### src/rtl/alu_seq_if.sv
// alu_seq_if: valid/ready operand and result bundle for alu_seq
// master: drives in_valid/a/b/op/out_ready and observes in_ready, out_valid, result and flags
// slave: the ALU side of the same signals
interface alu_seq_if #(parameter int WIDTH = 8);
  logic in_valid, in_ready, out_valid, out_ready;
  logic carry, zero, neg, ovf, err;
  logic [WIDTH-1:0] a, b, result;
  logic [2:0] op;
  modport master(output in_valid, a, b, op, out_ready,
                 input in_ready, out_valid, result, carry, zero, neg, ovf, err);
  modport slave(input in_valid, a, b, op, out_ready,
                output in_ready, out_valid, result, carry, zero, neg, ovf, err);
endinterface

### src/rtl/alu_seq.sv
// alu_seq: handshaked WIDTH-bit ALU with registered result/flags and optional iterative multiply
// ports: clk, rst (sync, active-high), bus (alu_seq_if.slave: in_valid/in_ready/a/b/op in,
//        out_valid/out_ready/result/carry/zero/neg/ovf/err out)
// ALU_MUL_EN: when defined, op 111 is a WIDTH-cycle shift-add multiply; otherwise it flags err
module alu_seq #(parameter int WIDTH = 8) (
  input logic clk,
  input logic rst,
  alu_seq_if.slave bus
);
  localparam int SW = $clog2(WIDTH);
  logic [WIDTH:0] sum, diff, shl, shr;
  logic [SW-1:0] amt;
  logic [WIDTH-1:0] alu_res;
  logic alu_c, alu_v, alu_e;
  logic in_fire, out_fire, idle;
  assign amt = bus.b[SW-1:0];
  assign sum = {1'b0, bus.a} + {1'b0, bus.b};
  assign diff = {1'b0, bus.a} - {1'b0, bus.b};
  // the extra bit on each side catches the last bit shifted out
  assign shl = {1'b0, bus.a} << amt;
  assign shr = {bus.a, 1'b0} >> amt;
  assign in_fire = bus.in_valid && bus.in_ready;
  assign out_fire = bus.out_valid && bus.out_ready;
  assign bus.in_ready = idle && (!bus.out_valid || bus.out_ready);
  always_comb begin
    alu_res = '0;
    alu_c = 1'b0;
    alu_v = 1'b0;
    alu_e = 1'b0;
    case (bus.op)
      3'd0: begin
        alu_res = sum[WIDTH-1:0];
        alu_c = sum[WIDTH];
        alu_v = (bus.a[WIDTH-1] == bus.b[WIDTH-1]) && (sum[WIDTH-1] != bus.a[WIDTH-1]);
      end
      3'd1: begin
        alu_res = diff[WIDTH-1:0];
        alu_c = diff[WIDTH];
        alu_v = (bus.a[WIDTH-1] != bus.b[WIDTH-1]) && (diff[WIDTH-1] != bus.a[WIDTH-1]);
      end
      3'd2: alu_res = bus.a & bus.b;
      3'd3: alu_res = bus.a | bus.b;
      3'd4: alu_res = bus.a ^ bus.b;
      3'd5: {alu_c, alu_res} = shl;
      3'd6: {alu_res, alu_c} = shr;
`ifdef ALU_MUL_EN
      default: alu_e = 1'b0;
`else
      default: alu_e = 1'b1;
`endif
    endcase
  end
`ifdef ALU_MUL_EN
  typedef enum logic {IDLE, BUSY} state_t;
  state_t state_q, state_d;
  logic [SW-1:0] cnt_q;
  logic [2*WIDTH-1:0] acc_q, mcand_q, acc_step;
  logic [WIDTH-1:0] mplier_q;
  logic mul_start, mul_done;
  assign idle = state_q == IDLE;
  assign mul_start = in_fire && bus.op == 3'b111;
  assign mul_done = state_q == BUSY && cnt_q == SW'(WIDTH - 1);
  // one partial product per step; the final step feeds the output register directly
  assign acc_step = acc_q + (mplier_q[0] ? mcand_q : '0);
  always_comb begin
    state_d = state_q;
    state_d = mul_start ? BUSY : mul_done ? IDLE : state_q;
  end
  always_ff @(posedge clk) begin
    if (rst) begin
      state_q <= IDLE;
      cnt_q <= '0;
      acc_q <= '0;
      mcand_q <= '0;
      mplier_q <= '0;
    end else begin
      state_q <= state_d;
      if (mul_start) begin
        cnt_q <= '0;
        acc_q <= '0;
        mcand_q <= {{WIDTH{1'b0}}, bus.a};
        mplier_q <= bus.b;
      end else if (state_q == BUSY) begin
        cnt_q <= cnt_q + 1'b1;
        acc_q <= acc_step;
        mcand_q <= mcand_q << 1;
        mplier_q <= mplier_q >> 1;
      end
    end
  end
`else
  assign idle = 1'b1;
`endif
  always_ff @(posedge clk) begin
    if (rst) begin
      bus.out_valid <= 1'b0;
      bus.result <= '0;
      bus.carry <= 1'b0;
      bus.zero <= 1'b0;
      bus.neg <= 1'b0;
      bus.ovf <= 1'b0;
      bus.err <= 1'b0;
    end
`ifdef ALU_MUL_EN
    else if (mul_done) begin
      bus.out_valid <= 1'b1;
      bus.result <= acc_step[WIDTH-1:0];
      bus.carry <= |acc_step[2*WIDTH-1:WIDTH];
      bus.zero <= acc_step[WIDTH-1:0] == '0;
      bus.neg <= acc_step[WIDTH-1];
      bus.ovf <= 1'b0;
      bus.err <= 1'b0;
    end else if (mul_start) begin
      bus.out_valid <= 1'b0;
    end
`endif
    else if (in_fire) begin
      bus.out_valid <= 1'b1;
      bus.result <= alu_res;
      bus.carry <= alu_c;
      bus.zero <= alu_res == '0;
      bus.neg <= alu_res[WIDTH-1];
      bus.ovf <= alu_v;
      bus.err <= alu_e;
    end else if (out_fire) begin
      bus.out_valid <= 1'b0;
    end
  end
endmodule

### src/flat_wrapper.sv
// flat-port wrapper written by rule: the top's interface ports become plain ports
module alu_seq_flat 
#(parameter int WIDTH = 8)
  (clk, rst, bus_in_valid, bus_a, bus_b, bus_op, bus_out_ready, bus_in_ready, bus_out_valid, bus_result, bus_carry, bus_zero, bus_neg, bus_ovf, bus_err);
  alu_seq_if #(.WIDTH(WIDTH)) bus_i ();
  input logic clk;
  input logic rst;
  input wire logic [$bits(bus_i.in_valid)-1:0] bus_in_valid;
  input wire logic [$bits(bus_i.a)-1:0] bus_a;
  input wire logic [$bits(bus_i.b)-1:0] bus_b;
  input wire logic [$bits(bus_i.op)-1:0] bus_op;
  input wire logic [$bits(bus_i.out_ready)-1:0] bus_out_ready;
  output wire logic [$bits(bus_i.in_ready)-1:0] bus_in_ready;
  output wire logic [$bits(bus_i.out_valid)-1:0] bus_out_valid;
  output wire logic [$bits(bus_i.result)-1:0] bus_result;
  output wire logic [$bits(bus_i.carry)-1:0] bus_carry;
  output wire logic [$bits(bus_i.zero)-1:0] bus_zero;
  output wire logic [$bits(bus_i.neg)-1:0] bus_neg;
  output wire logic [$bits(bus_i.ovf)-1:0] bus_ovf;
  output wire logic [$bits(bus_i.err)-1:0] bus_err;
  assign bus_i.in_valid = bus_in_valid;
  assign bus_i.a = bus_a;
  assign bus_i.b = bus_b;
  assign bus_i.op = bus_op;
  assign bus_i.out_ready = bus_out_ready;
  assign bus_in_ready = bus_i.in_ready;
  assign bus_out_valid = bus_i.out_valid;
  assign bus_result = bus_i.result;
  assign bus_carry = bus_i.carry;
  assign bus_zero = bus_i.zero;
  assign bus_neg = bus_i.neg;
  assign bus_ovf = bus_i.ovf;
  assign bus_err = bus_i.err;
  alu_seq #(.WIDTH(WIDTH)) u_core (.clk(clk), .rst(rst), .bus(bus_i));
endmodule
### config.mk
export PLATFORM = sky130hd
export DESIGN_NAME = alu_seq_flat
export DESIGN_NICKNAME = d
export VERILOG_FILES = /design/src/rtl/alu_seq_if.sv /design/src/rtl/alu_seq.sv /design/src/flat_wrapper.sv
export SDC_FILE = /design/constraint.sdc
export NUM_CORES = 1
export LEC_CHECK = 0
export BUFFER_PORTS_ARGS = -buffer_cell sky130_fd_sc_hd__buf_4
export CORE_ASPECT_RATIO = 0.6
export CORE_UTILIZATION = 55
export CTS_CLUSTER_SIZE = 10
export DETAILED_ROUTE_END_ITERATION = 8
export GPL_ROUTABILITY_DRIVEN = 1
export GPL_TIMING_DRIVEN = 0
export HOLD_SLACK_MARGIN = 0.15
export PLACE_DENSITY = 0.84
export SLEW_MARGIN = 0
export SYNTH_ARGS = -nofsm -noshare
export SYNTH_HDL_FRONTEND = slang
export SYNTH_SLANG_ARGS = --single-unit
### constraint.sdc
create_clock -name clk -period 8.72 [get_ports clk]
set_clock_uncertainty 0.1 [all_clocks]
set_input_delay 0.872 -clock clk [delete_from_list [all_inputs] [get_ports clk]]
set_output_delay 0.872 -clock clk [all_outputs]
set_load 0.02 [all_outputs]
==> results of run 1 <==
==> final timing paths <==
kind	to	slack, ns	cells past startpoint
max	u_core.bus.zero	4.57	12
min	u_core.bus.err	0.36	2
max reg2reg	u_core.bus.zero	6.46	7
min reg2reg	u_core.bus.err	0.36	2
==> kinds of logic after synthesis <==
logic type                 synth area share (%)
AOI/OAI and AO/OA                          27.1
muxes                                      12.6
and+or+nand+nor                            19.8
xor gates and xnor gates                   3.18
buffers and inverters                      9.47
adders and majority gates                  16.0
DFF                                        11.8
==> layout make-up <==
class	instances	area, µm²	share of cell area [%]
timing repair buffer	36	270	10.5
tap	47	58.8	2.28
sequential	13	260	10.1
multi-input combinational	222	1740	67.3
clock buffer	4	45.0	1.75
buffer	20	104	4.03
inverter	28	105	4.07
==> per-stage QoR <==
stage | setup WS [ns] | hold slack (ns) | instance area [µm²] | util, %
2_1_floorplan | 4.77 | 0.430 | 2210 | -
5_1_grt | 4.39 | 0.401 | 2580 | 68.9
3_3_place_gp | 4.41 | 0.343 | 2530 | 67.7
3_5_place_dp | 4.36 | 0.349 | 2530 | 67.7
4_1_cts | 4.60 | 0.356 | 2580 | 68.9
6_report | 4.57 | 0.356 | 2580 | 68.9
==> cells in the final DEF, fill, tap and decap left out, types with 6 or more instances in the layout <==
cell,instances
buf_4,38
inv_1,28
nor2_1,28
ha_1,25
nand2_1,15
clkbuf_1,13
dfxtp_1,13
a21oi_1,12
nor3_1,11
o21ai_0,11
a22oi_1,9
mux2i_1,8
nor2b_1,8
o211ai_1,6
==> worst max-delay path: cells and delay by family <==
kind / cells / cell delay (ns)
simple gates: 3 / 1.16
buf+inv: 4 / 0.80
compound gates: 4 / 0.83
fa+ha+maj: 1 / 0.56
==> sequential cells by signal, summed over array words and instances (netlist names) <==
name and flops:
u_core.bus.out_valid 1, u_core.bus.ovf 1, u_core.bus.zero 1, u_core.bus.result 8
u_core.bus.carry 1, u_core.bus.err 1
==> metal layers <==
metal  track usage [%]  vias to the layer above  wire length (µm)
met3              8.40                       18               886
met5                 0                        -                 0
met2              45.5                      154              2640
li1                  -                     1120                 -
met1              45.4                     1078              2880
met4              4.80                        0                96
==> Yosys cell counts (2+ instances only) <==
library cell,instances
inv_1,28
nor2_1,28
ha_1,25
nand2_1,15
dfxtp_1,13
a21oi_1,12
clkbuf_1,12
nor3_1,11
o21ai_0,11
a22oi_1,9
mux2i_1,8
nor2b_1,8
o211ai_1,6
a211oi_1,5
a31oi_1,5
mux4_1,5
nand2b_1,5
nand3_1,5
a221oi_1,4
o2111ai_1,4
xnor2_1,4
xor2_1,4
a21o_1,3
buf_2,3
mux4_2,3
nand4_1,3
o22ai_1,3
or2_2,3
a22o_1,2
a32oi_1,2
and3_1,2
buf_4,2
fa_1,2
nand3b_1,2
o2111a_1,2
o21a_1,2
o21ba_2,2
o2bb2ai_1,2
or3_1,2
or4_1,2
==> power by group <==
group	switching (µW)	internal [µW]	total, µW
registers	2.19	63.8	65.9
clock network	21.7	32.2	53.9
logic	78.5	57.2	136
==> qor.tcl, run 1 <==
set qor(run_status) {completed}
set qor(die_height_um) 51.1
set qor(grt_remaining_overflow) 0
set qor(synth.ff_latch_count) 13
set qor(yosys.cell_types.count) 54
set qor(first_global_vias) 2048
set qor(timing_worst_slew_pin_value_ns) 1.14
set qor(timing.critical_path.cells) {buf_4 -> buf_2 -> buf_2 -> inv_1 -> fa_1 -> nor2b_1 -> o32a_1 -> o2bb2ai_1 -> a2111o_1 -> or4_1 -> or4_1 -> o31ai_2}
set qor(cts_root_buf) {clkbuf_8}
set qor(detail_route.drc_violations) 0
set qor(drt-vias-per-instance) 6.41
set qor(finalCriticalPeriod_ns) 4.15
set qor(power.density_mw_per_mm2) 99.1
set qor(gp_congestion) 0.981
set qor(placement.io_buffers) 36
set qor(cap_viol_max_count) 0
set qor(finalSetupViolCount) 0
set qor(die_width_um) 83.8
set qor(syn_avg_cell_area_um2) 7.79
set qor(clock_tree.htree_level_count) 1
set qor(hold_path.startpoint) {u_core.bus.err}
set qor(netlist_area_before_placement_mm2) 0.00221
set qor(cts-resized-gates) 0
set qor(io_pins) 38
set qor(timing_worst_setup_path_type) {input pin to flop}
set qor(synth.yosys.warnings) 0
set qor(fin_crit_sh_pct) 47.6
set qor(design_power_total_uw) 256
set qor(placeableCoreArea_mm2) 0.00374
set qor(dr_total_vias) 2370
set qor(antenna_violations_before_repair) 0
set qor(cts_num_sinks) 13
set qor(worst-endpoint-arrival_ns) 4.22
set qor(peakVddDrop_v) 0.0000931
set qor(clkLatencyLatePin_ns) 0.24
set qor(avgRoutedWirePerCell_um) 17.6
set qor(drtAntennaViolNets) 0
set qor(top_post_synthesis_cells_by_area) {ha_1, dfxtp_1, mux4_1}
set qor(clock.fmax_mhz) 241
set qor(grt_start_max_net_pins) 12
set qor(synth_edf_count) 0
set qor(fill_cells) 327
set qor(crit_slowest_cell) {fa_1}
set qor(postSynth.asyncResetShare_pct) 0
set qor(cts_hold_repair.buffers) 0
set qor(grt_first_pass_wirelength_um) 10200
set qor(num_antenna_cells) 0
set qor(drt_first_iter_violations) 208
set qor(tightest_hold_check_type) {flop to flop}
set qor(rsz0062_at_grt) {no}
set qor(area_growth_syn_to_layout_pct) 17.0
set qor(crit_path_max_fanout) 10
set qor(setup-tns-final_ns) 0
set qor(syn-instance-count) 283
set qor(finish.cell_count_without_fillers) 370
set qor(layout-drive-gt1-share_pct) 17.3
set qor(floorplan.rows) 17
set qor(ctsLongestPathBuffers) 2
set qor(post-place-cells) 366
set qor(synth_top_area_cell) {ha_1}
set qor(timing.critical_path.from_type) {input pin}
set qor(synth_sequential_area_ratio_pct) 11.8
set qor(finalHoldViolCount) 0
set qor(starting_density_of_the_core_pct) 58.9
set qor(maxSlewViolCount) 0
set qor(routed_wirelength_um) 6500
set qor(relSlewSlack_pct) 23.6
set qor(slowest_delay_ns) 0.56
set qor(tritoncts.num_buffers) 3
set qor(grt.total_usage_pct) 30.9
set qor(floorplan.die_area_mm2) 0.00428
set qor(setup.worst_path.start) {bus_b[1]}
set qor(postCtsSetupRepairBufs) 0
set qor(ys_dominant_reg_cell) {dfxtp_1}
set qor(layout.nets) 374
set qor(dp_hpwl_um) 5210
set qor(syn_nets) 333
set qor(crit_end_category) {flop}
set qor(r2r-start) {u_core.bus.out_valid}
set qor(dr.pass1.iters) 5
set qor(critical_path_required_ns) 8.78
set qor(clock_pin_slew_on_the_worst_setup_and_hold_paths_ns) 0.06
set qor(synth_top_area_share_pct) 14.2
set qor(power.static_leakage_uw) 0.00116
set qor(clock_tree_from_tritoncts) {yes}
Power figures use the tool's default switching activity.
==> inputs of run 2 (changes only) <==
--- a/config.mk
+++ b/config.mk
@@ -7,7 +7,7 @@
 export LEC_CHECK = 0
 export BUFFER_PORTS_ARGS = -buffer_cell sky130_fd_sc_hd__buf_4
 export CORE_ASPECT_RATIO = 0.6
-export CORE_UTILIZATION = 55
+export CORE_UTILIZATION = 52
 export CTS_CLUSTER_SIZE = 10
 export DETAILED_ROUTE_END_ITERATION = 8
 export GPL_ROUTABILITY_DRIVEN = 1
==> constraint.sdc (replaced) <==
create_clock -name clk -period 3.5 [get_ports clk]
set_clock_uncertainty 0.1 [all_clocks]
set_input_delay 0.35 -clock clk [delete_from_list [all_inputs] [get_ports clk]]
set_output_delay 0.35 -clock clk [all_outputs]
set_load 0.02 [all_outputs]
==> run 2 against run 1 <==
Against the previous run:
- flip-flop and latch count is the same
- critical endpoint unchanged
- highest routed layer unchanged
- clock power grew 140%
- cell count grew 2.2%
==> qor.tcl, run 2 (synthesis results as in run 1) <==
set qor(rsz0062_at_grt) {no}
set qor(finalSetupViolCount) 0
set qor(clkLatencyLatePin_ns) 0.24
set qor(gp_congestion) 0.944
set qor(power.density_mw_per_mm2) 245
set qor(largest_register_ffs) 8
set qor(power.static_leakage_uw) 0.00115
set qor(fill_cells) 353
set qor(grt_start_max_net_pins) 20
set qor(clock_tree_from_tritoncts) {yes}
set qor(timing_worst_setup_path_type) {input pin to flop}
set qor(relSlewSlack_pct) 30.5
set qor(dr_total_vias) 2378
set qor(maxSlewViolCount) 0
set qor(drt_first_iter_violations) 226
set qor(layout.nets) 372
set qor(registers.top_by_ff_count) {u_core.bus.result}
set qor(num_antenna_cells) 0
set qor(grt_remaining_overflow) 0
set qor(starting_density_of_the_core_pct) 57.3
set qor(hold-path-cell-count) 2
set qor(timing.critical_path.from_type) {input pin}
set qor(detail_route.drc_violations) 0
set qor(r2r-start) {u_core.bus.out_valid}
set qor(grt.total_usage_pct) 31.2
set qor(seqPwrFrac_pct) 26.0
set qor(io_pins) 38
set qor(power.clock.fraction_pct) 20.7
set qor(cts_root_buf) {clkbuf_8}
set qor(final_common_cell) {buf_4}
set qor(drtAntennaViolNets) 0
set qor(design_power_total_uw) 633
set qor(fin_crit_sh_pct) 93.2
set qor(clock_tree.htree_level_count) 1
set qor(run_status) {completed}
set qor(post-place-cells) 376
set qor(finish.cell_count_without_fillers) 378
set qor(grt_first_pass_wirelength_um) 10500
set qor(crit_end_category) {flop}
set qor(setup.worst_path.start) {bus_b[1]}
set qor(postLayoutSetupSlackWorst_ns) 0.237
set qor(area_growth_syn_to_layout_pct) 17.1
set qor(cts_num_sinks) 13
set qor(netSwitchingPower_uw) 252
set qor(first_global_vias) 2069
set qor(ctsLongestPathBuffers) 2
set qor(placeableCoreArea_mm2) 0.00385
set qor(holdPathEnd) {u_core.bus.result[3]}
set qor(rr_worst_depth) 7
set qor(cts-resized-gates) 0
set qor(final_util_pct) 67.1
set qor(timing_worst_slew_pin_value_ns) 1.03
set qor(postCtsSetupRepairBufs) 0
set qor(avgRoutedWirePerCell_um) 17.9
set qor(floorplan.rows) 17
set qor(leading_cell_types_in_the_layout_fill_and_taps_excluded) {buf_4, inv_1, nor2_1}
set qor(power.share.combinational_pct) 53.4
set qor(cts_hold_repair.buffers) 0
set qor(dr.pass1.iters) 5
set qor(drt-vias-per-instance) 6.29
set qor(crit_path_max_fanout) 21
set qor(tritoncts.num_buffers) 3
set qor(floorplan.die_area_mm2) 0.00452
set qor(finalCriticalPeriod_ns) 3.26
set qor(worst-endpoint-arrival_ns) 3.32
set qor(antenna_violations_before_repair) 0
set qor(tightest_hold_check_type) {input pin to flop}
set qor(dp_slack_ns) -0.314
set qor(routed_wirelength_um) 6770
set qor(critical_path_required_ns) 3.56
set qor(finalHoldViolCount) 0
set qor(cap_viol_max_count) 0
set qor(switching_share_pct) 39.9
set qor(r2r-end) {u_core.bus.zero}
set qor(clock.fmax_mhz) 306
set qor(die_width_um) 86.1
set qor(layout-drive-gt1-share_pct) 16.8
set qor(power_report.internal_total_uw) 381
set qor(setup-tns-final_ns) 0
set qor(clock_pin_slew_on_the_worst_setup_and_hold_paths_ns) 0.05
set qor(die_height_um) 52.5
set qor(hold_path.startpoint) {rst}
set qor(reg2reg_setup_slack_ns) 1.12
set qor(placement.io_buffers) 36
set qor(peakVddDrop_v) 0.000127
set qor(dp_hpwl_um) 5450
-- run 2: changes by cell type in the layout (fill, tap and decap cells not counted), sizes merged --
cell	delta
buf	-2
-- run 2: power groups by stage --
stage	Clock, µW	Combinational, µW	Sequential, µW
after global placement	0	323	167
after global routing	136	365	165
after CTS	133	331	165
final	131	338	164
after floorplan	0	207	180
after detailed placement	0	330	167
-- run 2: per-stage QoR --
step                      area (µm²)  hold slack, ns
final                           2580           0.201
after global routing            2580           0.215
after CTS                       2590           0.200
after detailed placement        2550           0.349
after global placement          2550           0.343
after floorplan                 2210           0.329
-- run 2: final cells by class --
class,count,area [µm²],area share [%]
Sequential cell,13,260,10.1
Timing Repair Buffer,36,270,10.5
Multi-Input combinational cell,222,1740,67.2
Tap cell,57,71.3,2.76
Buffer,18,93.8,3.63
Inverter,28,105,4.07
Clock buffer,4,45.0,1.74
-- run 2: worst max-delay path by stage --
stage / to / cells after the start / slack [ns]
global placement: u_core.bus.zero / 12 / -0.30
detailed placement: u_core.bus.zero / 12 / -0.31
finish: u_core.bus.zero / 10 / 0.24
floorplan: u_core.bus.zero / 11 / 0.07
global route: u_core.bus.zero / 10 / 0.07
CTS: u_core.bus.zero / 11 / 0.004
-- run 2: worst max-delay path, cell delays in order --
cell and delay (ns):
buf_4 0.23, inv_1 0.21, fa_1 0.56, nor2b_1 0.12, o32a_1 0.14, o2bb2ai_1 0.08, a2111o_1 0.42, or4_1 0.48
or4_1 0.54, o31ai_2 0.18
-- run 2: per-layer routing --
metal  vias up  track usage (%)  wire [µm]
li1       1114                -          -
met1      1125             46.0       3130
met2       133             46.6       2850
met3         6             6.93        745
met4         0             5.00         40
met5         -                0          0
==> inputs of run 3 (changes only) <==
--- a/config.mk
+++ b/config.mk
@@ -5,7 +5,7 @@
 export SDC_FILE = /design/constraint.sdc
 export NUM_CORES = 1
 export LEC_CHECK = 0
-export BUFFER_PORTS_ARGS = -buffer_cell sky130_fd_sc_hd__buf_4
+export BUFFER_PORTS_ARGS = -buffer_cell sky130_fd_sc_hd__buf_2
 export CORE_ASPECT_RATIO = 0.6
 export CORE_UTILIZATION = 52
 export CTS_CLUSTER_SIZE = 10
==> run 3 against run 2 <==
Against the previous run:
- register-to-register slack improved by 0.09 ns
- flip-flop and latch count unchanged
- wire length down 1.6%
- clock power about the same
- sequential power barely moved
- non-clock buffer count grew 2
- via count rose by 1.8%
- first-iteration DRC count up 9.7%
- critical path depth up 1
- global-route usage fell by 0.42 points
- core utilization fell by 1.8 points
- count of clock-buffer cells in the layout unchanged
==> qor.tcl, run 3 (synthesis results as in run 1) <==
set qor(placement.io_buffers) 36
set qor(timing.critical_path.from_type) {input pin}
set qor(seqPwrFrac_pct) 26.3
set qor(grt_first_pass_wirelength_um) 10600
set qor(timing_worst_setup_path_type) {input pin to flop}
set qor(final_util_pct) 65.3
set qor(power.static_leakage_uw) 0.00114
set qor(top_signal_layer_used) {met4}
set qor(finalHoldViolCount) 0
set qor(rsz0062_at_grt) {no}
set qor(drt-vias-per-instance) 6.37
set qor(run_status) {completed}
set qor(dp_hpwl_um) 5200
set qor(length_of_routed_wiring_on_met1_um) 3010
set qor(met2RoutedLength_um) 2830
set qor(drtAntennaViolNets) 0
set qor(drt_first_iter_violations) 248
set qor(floorplan.die_area_mm2) 0.00452
set qor(final_common_cell) {buf_2}
set qor(avgRoutedWirePerCell_um) 17.5
set qor(dr.pass1.iters) 6
set qor(finish.cell_count_without_fillers) 380
set qor(area_growth_syn_to_layout_pct) 14.0
set qor(io_pins) 38
set qor(gp_congestion) 0.938
set qor(netSwitchingPower_uw) 256
set qor(starting_density_of_the_core_pct) 57.3
set qor(clock.fmax_mhz) 304
set qor(cts_root_buf) {clkbuf_8}
set qor(worst_hold_slack_ns) 0.226
set qor(switching_share_pct) 41.0
set qor(setup-tns-final_ns) 0
set qor(routed_wirelength_um) 6660
set qor(clock_tree_from_tritoncts) {yes}
set qor(fin_crit_sh_pct) 93.9
set qor(maxSlewViolCount) 0
set qor(largest_register_ffs) 8
set qor(ctsLongestPathBuffers) 2
set qor(power.clock.fraction_pct) 21.4
set qor(tightest_hold_check_type) {input pin to flop}
set qor(leading_cell_types_in_the_layout_fill_and_taps_excluded) {buf_2, nor2_1, inv_1}
set qor(grt_start_max_net_pins) 20
set qor(tritoncts.num_buffers) 3
set qor(placeableCoreArea_mm2) 0.00385
set qor(grt_remaining_overflow) 0
set qor(crit_end_category) {flop}
set qor(cts_hold_repair.buffers) 0
set qor(worst-endpoint-arrival_ns) 3.35
set qor(die_width_um) 86.1
set qor(power.share.combinational_pct) 52.3
set qor(crit_path_max_fanout) 19
set qor(met3_length_um) 768
set qor(layout-drive-gt1-share_pct) 17.6
set qor(finalSetupViolCount) 0
set qor(antenna_violations_before_repair) 0
set qor(peakVddDrop_v) 0.000138
set qor(cap_viol_max_count) 0
set qor(timing_worst_slew_pin_value_ns) 1.06
set qor(die_height_um) 52.5
set qor(post-place-cells) 376
set qor(cts_num_sinks) 13
set qor(registers.top_by_ff_count) {u_core.bus.result}
set qor(num_antenna_cells) 0
set qor(critical_path_required_ns) 3.57
set qor(finalCriticalPeriod_ns) 3.29
set qor(power_report.internal_total_uw) 369
set qor(floorplan.rows) 17
set qor(dr_total_vias) 2421
set qor(clock_pin_slew_on_the_worst_setup_and_hold_paths_ns) 0.06
set qor(clkLatencyLatePin_ns) 0.24
set qor(clock_tree.htree_level_count) 1
set qor(power.density_mw_per_mm2) 249
set qor(grt.total_usage_pct) 30.7
set qor(layout.nets) 374
set qor(detail_route.drc_violations) 0
set qor(relSlewSlack_pct) 29.0
set qor(first_global_vias) 2122
==> run 3: cell count changes in the layout (fill, tap and decap cells not counted) <==
cell / delta
buf_6: +1
clkinvlp_4: +1
buf_4: -35
inv_1: -1
buf_2: +36
==> run 3: metrics by stage <==
step           area (µm²)  total power, µW  worst slack, ns
3_5_place_dp         2460              481           -0.352
2_1_floorplan        2210              387           0.0737
5_1_grt              2510              662           0.0621
6_report             2510              625            0.212
3_3_place_gp         2460              475           -0.303
4_1_cts              2510              616           0.0167
==> run 3: final timing paths <==
kind / cells after the start / slack [ns] / end / from
worst max-delay path: 11 / 0.21 / u_core.bus.zero / bus_b[1]
worst min-delay path: 2 / 0.23 / u_core.bus.result[3] / rst
worst max register to register: 7 / 1.21 / u_core.bus.zero / u_core.bus.out_valid
worst min register to register: 2 / 0.35 / u_core.bus.err / u_core.bus.err
==> run 3: repair_timing <==
action,in CTS,in global routing
endpoints found under the setup margin,1,1
resized for setup,1,3
buffers inserted,1,0
==> run 3: routing by layer <==
layer / global-route usage (%) / vias to the layer above
li1: - / 1119
met1: 44.7 / 1139
met2: 45.2 / 151
met3: 8.03 / 12
met4: 6.39 / 0
met5: 0 / -
==> run 3: critical path, cell delays in order <==
cell and delay (ns):
buf_2 0.13, buf_6 0.21, clkinvlp_4 0.15, fa_1 0.53, nor2b_1 0.13, o32a_1 0.14, o2bb2ai_1 0.07, a2111o_1 0.42
or4_1 0.49, or4_1 0.54, o31ai_2 0.18
==> run 3: final cells by class <==
class                   count  area, µm²
clock buffers               4       45.0
multi-input cells         222       1740
inverters                  28        109
repair buffers             37        188
well taps                  57       71.3
plain buffers              19        105
flip-flops and latches     13        260
fillers                   360       1340
==> run 3: power by group through the flow <==
stage / sequential (µW) / clock (µW) / combinational (µW)
6_report: 164 / 134 / 327
5_1_grt: 165 / 141 / 355
4_1_cts: 164 / 136 / 316
3_5_place_dp: 167 / 0 / 314
3_3_place_gp: 167 / 0 / 309
2_1_floorplan: 180 / 0 / 207
